[src/rtl/inst_fetch_ctrl_pkg.sv]
// Shared widths, reset instruction and FSM encoding for the instruction fetch controller.
package inst_fetch_ctrl_pkg;

    localparam int unsigned RegAddrW  = 16;
    localparam int unsigned RegValueW = 16;
    localparam int unsigned WaitCntW  = 4;

    localparam logic [RegValueW-1:0] NopInst = 16'h0800;

    typedef enum logic [1:0] {
        StIdle  = 2'd0,
        StRead  = 2'd1,
        StWrite = 2'd2,
        StWrec  = 2'd3
    } fetch_state_e;

endpackage

[src/rtl/inst_fetch_ctrl.sv]
// Instruction SRAM controller: wait-state reads and program-load writes, with a one-entry
// fetch buffer that returns a repeated PC in one cycle without touching the SRAM.
module inst_fetch_ctrl
    import inst_fetch_ctrl_pkg::*;
#(
    parameter int unsigned          ADDR_W      = RegAddrW,
    parameter int unsigned          DATA_W      = RegValueW,
    parameter int unsigned          SRAM_AW     = 18,
    parameter int unsigned          WAIT_CYCLES = 1,
    parameter logic [DATA_W-1:0]    NOP_INST    = NopInst
) (
    input  logic               clk,
    input  logic               rst,
    input  logic [ADDR_W-1:0]  pc,
    input  logic               pc_req,
    input  logic               flush,
    output logic [DATA_W-1:0]  inst,
    output logic               inst_valid,
    output logic               stall,
    input  logic               load_en,
    input  logic [ADDR_W-1:0]  load_addr,
    input  logic [DATA_W-1:0]  load_data,
    output logic               load_ack,
    output logic [SRAM_AW-1:0] sram_addr,
    input  logic [DATA_W-1:0]  sram_dq_in,
    output logic [DATA_W-1:0]  sram_dq_out,
    output logic               sram_dq_oe,
    output logic               sram_ce_n,
    output logic               sram_oe_n,
    output logic               sram_we_n
);

    localparam logic [WaitCntW-1:0] WaitInit = WaitCntW'(WAIT_CYCLES);

    fetch_state_e          state_q, state_d;
    logic [WaitCntW-1:0]   cnt_q, cnt_d;
    logic [DATA_W-1:0]     inst_q, inst_d;
    logic                  inst_valid_q, inst_valid_d;
    logic                  load_ack_q, load_ack_d;
    logic [SRAM_AW-1:0]    sram_addr_q, sram_addr_d;
    logic [DATA_W-1:0]     dq_out_q, dq_out_d;
    logic                  dq_oe_q, dq_oe_d;
    logic                  ce_n_q, ce_n_d;
    logic                  oe_n_q, oe_n_d;
    logic                  we_n_q, we_n_d;
    logic [ADDR_W-1:0]     tag_q, tag_d;
    logic [DATA_W-1:0]     buf_data_q, buf_data_d;
    logic                  buf_valid_q, buf_valid_d;
    logic [ADDR_W-1:0]     rd_addr_q, rd_addr_d;
    logic [ADDR_W-1:0]     wr_addr_q, wr_addr_d;
    logic                  flush_pend_q, flush_pend_d;
    logic                  hit;

    assign hit = buf_valid_q && (tag_q == pc);

    always_comb begin
        state_d      = state_q;
        cnt_d        = cnt_q;
        inst_d       = inst_q;
        inst_valid_d = 1'b0;
        load_ack_d   = 1'b0;
        sram_addr_d  = sram_addr_q;
        dq_out_d     = dq_out_q;
        dq_oe_d      = dq_oe_q;
        ce_n_d       = ce_n_q;
        oe_n_d       = oe_n_q;
        we_n_d       = we_n_q;
        tag_d        = tag_q;
        buf_data_d   = buf_data_q;
        buf_valid_d  = buf_valid_q;
        rd_addr_d    = rd_addr_q;
        wr_addr_d    = wr_addr_q;
        flush_pend_d = flush_pend_q;

        unique case (state_q)
            StIdle: begin
                if (load_en) begin
                    wr_addr_d   = load_addr;
                    dq_out_d    = load_data;
                    sram_addr_d = SRAM_AW'(load_addr);
                    cnt_d       = WaitInit;
                    ce_n_d      = 1'b0;
                    we_n_d      = 1'b0;
                    oe_n_d      = 1'b1;
                    dq_oe_d     = 1'b1;
                    state_d     = StWrite;
                end else if (pc_req && hit) begin
                    if (flush) begin
                        inst_d = NOP_INST;
                    end else begin
                        inst_d       = buf_data_q;
                        inst_valid_d = 1'b1;
                    end
                end else if (pc_req) begin
                    rd_addr_d    = pc;
                    sram_addr_d  = SRAM_AW'(pc);
                    cnt_d        = WaitInit;
                    ce_n_d       = 1'b0;
                    oe_n_d       = 1'b0;
                    flush_pend_d = 1'b0;
                    state_d      = StRead;
                end
            end

            StRead: begin
                cnt_d = cnt_q - 1'b1;
                if (flush) begin
                    flush_pend_d = 1'b1;
                end
                if (cnt_q == '0) begin
                    // The buffer is filled even for a flushed fetch; only the result is dropped.
                    tag_d        = rd_addr_q;
                    buf_data_d   = sram_dq_in;
                    buf_valid_d  = 1'b1;
                    cnt_d        = '0;
                    ce_n_d       = 1'b1;
                    oe_n_d       = 1'b1;
                    flush_pend_d = 1'b0;
                    state_d      = StIdle;
                    if (flush || flush_pend_q) begin
                        inst_d = NOP_INST;
                    end else begin
                        inst_d       = sram_dq_in;
                        inst_valid_d = 1'b1;
                    end
                end
            end

            StWrite: begin
                cnt_d = cnt_q - 1'b1;
                if (cnt_q == '0) begin
                    cnt_d      = '0;
                    we_n_d     = 1'b1;
                    load_ack_d = 1'b1;
                    state_d    = StWrec;
                end
            end

            StWrec: begin
                // Keep the buffered copy coherent with the word just written.
                if (buf_valid_q && (tag_q == wr_addr_q)) begin
                    buf_data_d = dq_out_q;
                end
                ce_n_d  = 1'b1;
                dq_oe_d = 1'b0;
                state_d = StIdle;
            end

            default: state_d = StIdle;
        endcase
    end

    always_ff @(posedge clk) begin
        if (rst) begin
            state_q      <= StIdle;
            cnt_q        <= '0;
            inst_q       <= NOP_INST;
            inst_valid_q <= 1'b0;
            load_ack_q   <= 1'b0;
            sram_addr_q  <= '0;
            dq_out_q     <= '0;
            dq_oe_q      <= 1'b0;
            ce_n_q       <= 1'b1;
            oe_n_q       <= 1'b1;
            we_n_q       <= 1'b1;
            tag_q        <= '0;
            buf_data_q   <= '0;
            buf_valid_q  <= 1'b0;
            rd_addr_q    <= '0;
            wr_addr_q    <= '0;
            flush_pend_q <= 1'b0;
        end else begin
            state_q      <= state_d;
            cnt_q        <= cnt_d;
            inst_q       <= inst_d;
            inst_valid_q <= inst_valid_d;
            load_ack_q   <= load_ack_d;
            sram_addr_q  <= sram_addr_d;
            dq_out_q     <= dq_out_d;
            dq_oe_q      <= dq_oe_d;
            ce_n_q       <= ce_n_d;
            oe_n_q       <= oe_n_d;
            we_n_q       <= we_n_d;
            tag_q        <= tag_d;
            buf_data_q   <= buf_data_d;
            buf_valid_q  <= buf_valid_d;
            rd_addr_q    <= rd_addr_d;
            wr_addr_q    <= wr_addr_d;
            flush_pend_q <= flush_pend_d;
        end
    end

    assign inst        = inst_q;
    assign inst_valid  = inst_valid_q;
    assign stall       = (state_q != StIdle);
    assign load_ack    = load_ack_q;
    assign sram_addr   = sram_addr_q;
    assign sram_dq_out = dq_out_q;
    assign sram_dq_oe  = dq_oe_q;
    assign sram_ce_n   = ce_n_q;
    assign sram_oe_n   = oe_n_q;
    assign sram_we_n   = we_n_q;

endmodule

[config.mk]
export PLATFORM = sky130hd
export DESIGN_NAME = inst_fetch_ctrl
export DESIGN_NICKNAME = d
export VERILOG_FILES = /design/src/rtl/inst_fetch_ctrl_pkg.sv /design/src/rtl/inst_fetch_ctrl.sv
export SDC_FILE = /design/constraint.sdc
export NUM_CORES = 1
export LEC_CHECK = 0
export ABC_CLOCK_PERIOD_IN_PS = 1900
export CAP_MARGIN = 10
export CORE_MARGIN = 4
export CORE_UTILIZATION = 31
export DETAILED_ROUTE_END_ITERATION = 7
export DONT_BUFFER_PORTS = 1
export HOLD_SLACK_MARGIN = 0.08
export RECOVER_POWER = 50
export SYNTH_ARGS = -nofsm -noshare
export SYNTH_HDL_FRONTEND = slang
export SYNTH_SLANG_ARGS = --single-unit
[constraint.sdc]
create_clock -name clk -period 1.9 [get_ports clk]
set_input_delay 0.38 -clock clk [delete_from_list [all_inputs] [get_ports clk]]
set_output_delay 0.38 -clock clk [all_outputs]
set_load 0.05 [all_outputs]
==> results.yml, run 1 <==
clocking:
  clock_path_buffers: 2
  cts_sinks: 126
  h-tree-depth: 4
  cts_tree: "yes"
  numCtsBuffers: 17
  clk_pin_slew_ps: 60
  holdBufCountCts: 1
  clock_tree.root_cell: "clkbuf_16"
  clkLatencyLatePin_ps: 420
route:
  vias: 4889
  antenna_left: 0
  viasPerCell: 5.24
  dr.pass1.iters: 5
  drt-initial-drc-count: 291
  route.detailed.drc: 0
  wl_per_cell_microns: 18.9
  drt-total-wl_microns: 17600
final_layout:
  antenna_cells: 0
  final_util_pct: 41.5
  syn_to_final_growth_pct: 30.8
  drive_above_1_share_pct: 28.8
  layout.nets: 765
logic_synthesis:
  synth_ff_type: "dfxtp_1"
  synth_area_leaders: "dfxtp_1 44%, nand2_1 6.8%, mux2i_1 5.7%, a211oi_2 5.2%, a21oi_1 4.8%"
  post_synth_inst_count: 653
  synth_top_cells_by_count: "126 x dfxtp_1, 105 x nand2_1, 63 x nor2_1, 55 x a21oi_1, 33 x mux2i_1"
  seq_area_frac_synth_pct: 43.8
  synth-seq-cells: 126
  async_reset_ff_share_pct: 0
  synth_edf_count: 0
  syn_area_sq_mm: 0.00576
  synthDistinctLibCells: 57
  netlist.area_leader.share_pct: 43.8
  yosysTopAreaCell: "dfxtp_1"
  synth_warnings: 0
  syn_area_per_cell_sq_um: 8.83
  yosysMostFrequentCell: "dfxtp_1"
status:
  violations: "setup timing"
  status: "finished with violations"
setup_path:
  rr_startpoint: "tag_q[10]$_SDFFE_PP0P_"
  required_ps: 2240
  r2r_end: "inst[14]$_SDFFE_PP0P_"
  reg2reg_depth: 9
  crit_path_start_kind: "flop"
  endpoint_kind: "flop"
  worstSetupPathType: "reg -> reg"
  critPathArrivalTime_ps: 2360
  r2r_slack_ps: -130
  crit_fanout: 8
worst_hold_path:
  min_delay_path_depth: 1
  holdPathEnd: "sram_addr[3]$_SDFFE_PP0P_"
  hold_class: "in -> reg"
  min_from: "rst"
timing:
  relSlewSlack_pct: 55.3
  slew_viol_final: 0
  finClkSkew_ps: 9.53
  grt_setup_unrepaired: "true"
  fin_crit_sh_pct: 107
  finalHoldViolCount: 0
  fmax_mhz: 493
  setup_viol: 28
  tightest_slew_ps: 673
  fin_ws_ps: -127
  min_period_ps: 2030
power_and_ir_drop:
  power.leakage_nw: 2.78
  vdd_drop_max_mv: 0.981
  cellPowerDensity_mw_per_mm2: 1560
die:
  start_util_pct: 31.8
  rows: 49
  ios: 126
  die_area_sq_mm: 0.0208
  die_h_microns: 144
  die_w_microns: 144
  fp.coreArea_sq_mm: 0.0181
placed_design:
  dpl.hpwl_microns: 11200
  preCtsSetupSlack_ps: -222
  portBuffers: 0
  routabilityCongestion: 0.757
global_route:
  antenna_found_initial: 0
  grt_max_degree: 128
  grt_pass1_vias: 4730
  grt_overflow: 0
  gr-usage-all-layers_pct: 16.5
  grt_pass1_wl_microns: 26700
flow_run:
  cap_viol_max_count: 0
-- per-stage QoR --
stage,power [W],instance area (sq um),hold slack [ps],cells,setup TNS [ps]
finish,0.0118,7540,35.2,933,-1540
global route,0.0124,7540,10.3,933,-8940
CTS,0.0115,7190,11.6,928,-3230
global placement,0.00803,6430,434,889,-6160
detailed placement,0.00807,6430,437,889,-6890
floorplan,0.00688,5840,432,654,-2150
-- worst max-delay path, stage by stage (launching register included) --
cell	delay (ps)
dfxtp_2	320
buf_6	120
xor2_4	150
nor4_4	270
nand3_4	190
o31ai_4	330
buf_6	180
clkbuf_16	160
nor2_1	50
a211oi_2	170
-- flip-flops by register name (all words and copies together) (netlist names), 2 cells and up --
name         flops
wr_addr_q       16
sram_dq_out     16
rd_addr_q       16
buf_data_q      16
cnt_q            4
inst            16
sram_addr       16
state_q          2
tag_q           16
-- logic make-up after synthesis --
kind of cell | Yosys count | synth area share, %
AOI/OAI and AO/OA | 178 | 22.6
xor gates and xnor gates | 32 | 4.86
adders and majority gates | 5 | 1.09
buffers and inverters | 55 | 4.15
DFF | 126 | 43.8
muxes | 33 | 5.73
other | 1 | 0.0651
and+or+nand+nor | 223 | 17.8
-- worst max path at each step --
stage / to / slack (ps) / start / depth (start not counted)
floorplan: inst[8]$_SDFFE_PP0P_ / -130 / state_q[0]$_SDFFE_PP0P_ / 10
global placement: inst[8]$_SDFFE_PP0P_ / -170 / pc[5] / 7
detailed placement: inst[14]$_SDFFE_PP0P_ / -220 / pc[5] / 7
CTS: inst[2]$_SDFFE_PP0P_ / -110 / tag_q[5]$_SDFFE_PP0P_ / 8
global route: inst[14]$_SDFFE_PP0P_ / -260 / tag_q[10]$_SDFFE_PP0P_ / 9
finish: inst[14]$_SDFFE_PP0P_ / -130 / tag_q[10]$_SDFFE_PP0P_ / 9
-- layout by cell type (no fill, tap or decap), types with 5 or more instances in the layout --
cell type / instances
dfxtp_1: 117
nand2_1: 105
a21oi_1: 54
nor2_1: 43
buf_4: 33
mux2i_1: 32
a211oi_2: 26
clkbuf_16: 20
nor2b_1: 17
o22ai_1: 17
a22oi_2: 16
xor2_1: 15
a22oi_1: 15
a31oi_1: 15
nor2_2: 14
xnor2_1: 13
buf_6: 12
buf_12: 10
dfxtp_2: 9
nor2_4: 7
a211oi_1: 7
inv_1: 5
nor3_1: 5
o21ai_0: 5
-- report_power, final --
group | leakage, nW | switching, W | total, W | internal [W]
logic | 1.47 | 0.00215 | 0.00393 | 0.00178
registers | 1.03 | 0.00147 | 0.00466 | 0.00319
clock network | 0.279 | 0.00123 | 0.00320 | 0.00197
-- per-layer routing --
metal,track usage (%),part of all wire (%)
met1,21.6,42
met2,25.5,48
met3,5.62,8.2
met4,5.30,1.7
met5,0,0
-- timing repair --
item / in CTS / in global routing
resized for setup: 25 / 71
pin swaps: 11 / 33
buffers inserted: 5 / 4
cloned: 2 / 3
hold endpoints to repair: 106 / 77
setup endpoints to repair: 71 / 75
-- area by class of cell --
| class | count | area, sq um |
|---|---|---|
| Inverter | 9 | 37.5 |
| Timing Repair Buffer | 64 | 709 |
| Clock inverter | 13 | 141 |
| Multi-Input combinational cell | 473 | 3390 |
| Fill cell | 1777 | 10600 |
| Clock buffer | 19 | 443 |
| Tap cell | 229 | 287 |
| Sequential cell | 126 | 2530 |
No activity file was read; power rests on OpenSTA's default activity.
==> inputs of run 2 (changes only) <==
ABC_AREA = 1   (was not set)
GPL_ROUTABILITY_DRIVEN = 0   (was not set)
==> results.yml, run 2 <==
power_and_ir_drop:
  power_w: 0.0133
  vdd_drop_max_mv: 1.03
  cellPowerDensity_mw_per_mm2: 1790
  power.leakage_nw: 3.18
setup_path:
  crit_fanout: 8
  worstSetupPathType: "reg -> reg"
  rr_startpoint: "tag_q[6]$_SDFFE_PP0P_"
  endpoint_kind: "flop"
  required_ps: 2220
  r2r_end: "inst[7]$_SDFFE_PP0P_"
  reg2reg_depth: 9
  critPathArrivalTime_ps: 2140
  crit_path_start_kind: "flop"
  r2r_slack_ps: 80
global_route:
  grt_util_met1_pct: 20.7
  grt_max_degree: 97
  grt_util_met3_pct: 6.71
  antenna_found_initial: 0
  grt_pass1_wl_microns: 29100
  grt_pass1_vias: 5370
  top_usage_layer: "met2"
  grt_overflow: 0
  gr-usage-all-layers_pct: 16.5
  met2_usage_pct: 25.7
logic_synthesis:
  post_synth_inst_count: 948
  syn_area_per_cell_sq_um: 6.63
  synthDistinctLibCells: 33
  seq_area_frac_synth_pct: 40.1
  yosysTopAreaCell: "dfxtp_1"
  synth_ff_type: "dfxtp_1"
  netlist.area_leader.share_pct: 40.1
  synth_top_cells_by_count: "189 x nand2_1, 143 x nor2_1, 126 x dfxtp_1, 106 x inv_1, 102 x o21ai_0"
  async_reset_ff_share_pct: 0
  synth_edf_count: 0
  synth_warnings: 0
  synth-seq-cells: 126
  synth_area_leaders: "dfxtp_1 40%, nand2_1 11%, nor2_1 8.5%, o21ai_0 8.1%, inv_1 6.3%"
  syn_area_sq_mm: 0.00628
  yosysMostFrequentCell: "nand2_1"
final_layout:
  layout.area.seq_sq_mm: 0.00252
  finish.instance_area_sq_mm: 0.00743
  n_fill_cell: 2106
  multi_input_area_sq_mm: 0.00315
  syn_to_final_growth_pct: 18.2
  antenna_cells: 0
  most-common-layout-cells: "187 x nand2_1, 138 x nor2_1, 124 x dfxtp_1"
  drive_above_1_share_pct: 11.0
  final_util_pct: 37.7
  layout.nets: 1025
  layout_commonest_cell: "nand2_1"
timing:
  whs_ps: 130
  min_period_ps: 1820
  tightest_slew_ps: 716
  setup_viol: 0
  slew_viol_final: 0
  fin_crit_sh_pct: 95.9
  finClkSkew_ps: 10.7
  finalHoldViolCount: 0
  fmax_mhz: 549
  relSlewSlack_pct: 52.3
flow_run:
  cap_viol_max_count: 0
die:
  start_util_pct: 31.9
  die_h_microns: 150
  ios: 126
  die_area_sq_mm: 0.0226
  die_w_microns: 150
  rows: 51
  fp.coreArea_sq_mm: 0.0197
worst_hold_path:
  min_delay_path_depth: 2
  holdPathEnd: "rd_addr_q[1]$_SDFFE_PP0P_"
  hold_class: "in -> reg"
  min_from: "pc[1]"
clocking:
  cts_sinks: 126
  clkLatencyLatePin_ps: 420
  numCtsBuffers: 17
  h-tree-depth: 4
  clock_tree.root_cell: "clkbuf_16"
  cts_tree: "yes"
  clock_path_buffers: 2
  clk_pin_slew_ps: 60
status:
  status: "finished, final reports clean"
placed_design:
  dpl.hpwl_microns: 13300
  dpl_cell_area_sq_mm: 0.00670
  portBuffers: 0
route:
  viasPerCell: 4.78
  drt-total-wl_microns: 18800
  dr.pass1.iters: 5
  route.detailed.drc: 0
  vias: 5874
  antenna_left: 0
  wl_per_cell_microns: 15.3
  drt-initial-drc-count: 434
run 2: cell count changes in the layout (fill, tap and decap cells not counted), moves of 16 or more:
cell / before / now
a211oi_2: 26 / 0
mux2i_1: 32 / 15
nand2_1: 105 / 187
a22oi_2: 16 / 0
inv_1: 5 / 105
nor2_1: 43 / 138
nand3_1: 2 / 50
nand4_1: 2 / 23
a21oi_1: 54 / 78
o21ai_0: 5 / 101
nor2b_1: 17 / 0
run 2: what timing repair did:
item,CTS,global route
hold buffers,1,0
gates cloned,0,3
endpoints found under the hold margin,7,0
gates resized for setup,5,18
pin swaps,0,4
setup endpoints to repair,22,52
buffers inserted,0,3
run 2: how the worst max path moves through the flow:
stage	start	end	slack, ps	cells past startpoint
after floorplan	state_q[0]$_SDFFE_PP0P_	cnt_q[1]$_SDFFE_PP0P_	50	12
after global placement	state_q[0]$_SDFFE_PP0P_	cnt_q[1]$_SDFFE_PP0P_	0.3	11
after detailed placement	state_q[0]$_SDFFE_PP0P_	cnt_q[1]$_SDFFE_PP0P_	-50	11
after CTS	tag_q[6]$_SDFFE_PP0P_	inst[4]$_SDFFE_PP0P_	40	9
after global routing	tag_q[3]$_SDFFE_PP0P_	inst[9]$_SDFFE_PP0P_	-20	12
final	tag_q[6]$_SDFFE_PP0P_	inst[7]$_SDFFE_PP0P_	80	9
run 2: final cells by class:
cell class                 count  area share [%]
multi-input combinational    649            42.4
clock inverter                13            2.24
tap                          265            4.46
timing repair buffer          36            4.78
inverter                     121            6.18
clock buffer                  18            5.91
sequential                   126            34.0
run 2: logic make-up (layout without fill, tap and decap cells):
group                      Yosys count  count (layout)  synth area share, %
AOI/OAI and AO/OA                  191             191                 15.5
xor gates and xnor gates             9               9                 1.25
adders and majority gates            5               5                0.996
buffers and inverters              176             188                 11.2
DFF                                126             126                 40.1
muxes                               15              15                 2.39
other                                1               2               0.0597
and+or+nand+nor                    425             427                 28.5
run 2: worst max-delay path: stages, from the launching register on:
cell and delay [ps]:
dfxtp_1 340, xnor2_1 300, nand2_1 150, nor2_4 200, nand4_4 170, nand2_4 170
buf_4 170, nand4_1 90, nand2_1 100, nor2_1 40
run 2: report_power, final:
part	total [W]	switching (W)	internal, W
Sequential	0.00561	0.00206	0.00355
Combinational	0.00432	0.00268	0.00164
Clock	0.00335	0.00126	0.00209
run 2: per-stage QoR:
stage          setup slack [ps]  TNS, ps  cells
4_1_cts                    35.5        0   1222
3_3_place_gp              0.319        0   1190
5_1_grt                   -20.7     -152   1228
2_1_floorplan              49.5        0    949
3_5_place_dp              -54.7     -184   1190
6_report                   77.2        0   1228
run 2: metal layers:
layer | up-vias | wire length (microns)
met1 | 2631 | 7710
met5 | - | 0
met2 | 169 | 8700
met4 | 0 | 334
met3 | 28 | 2020
li1 | 3046 | -
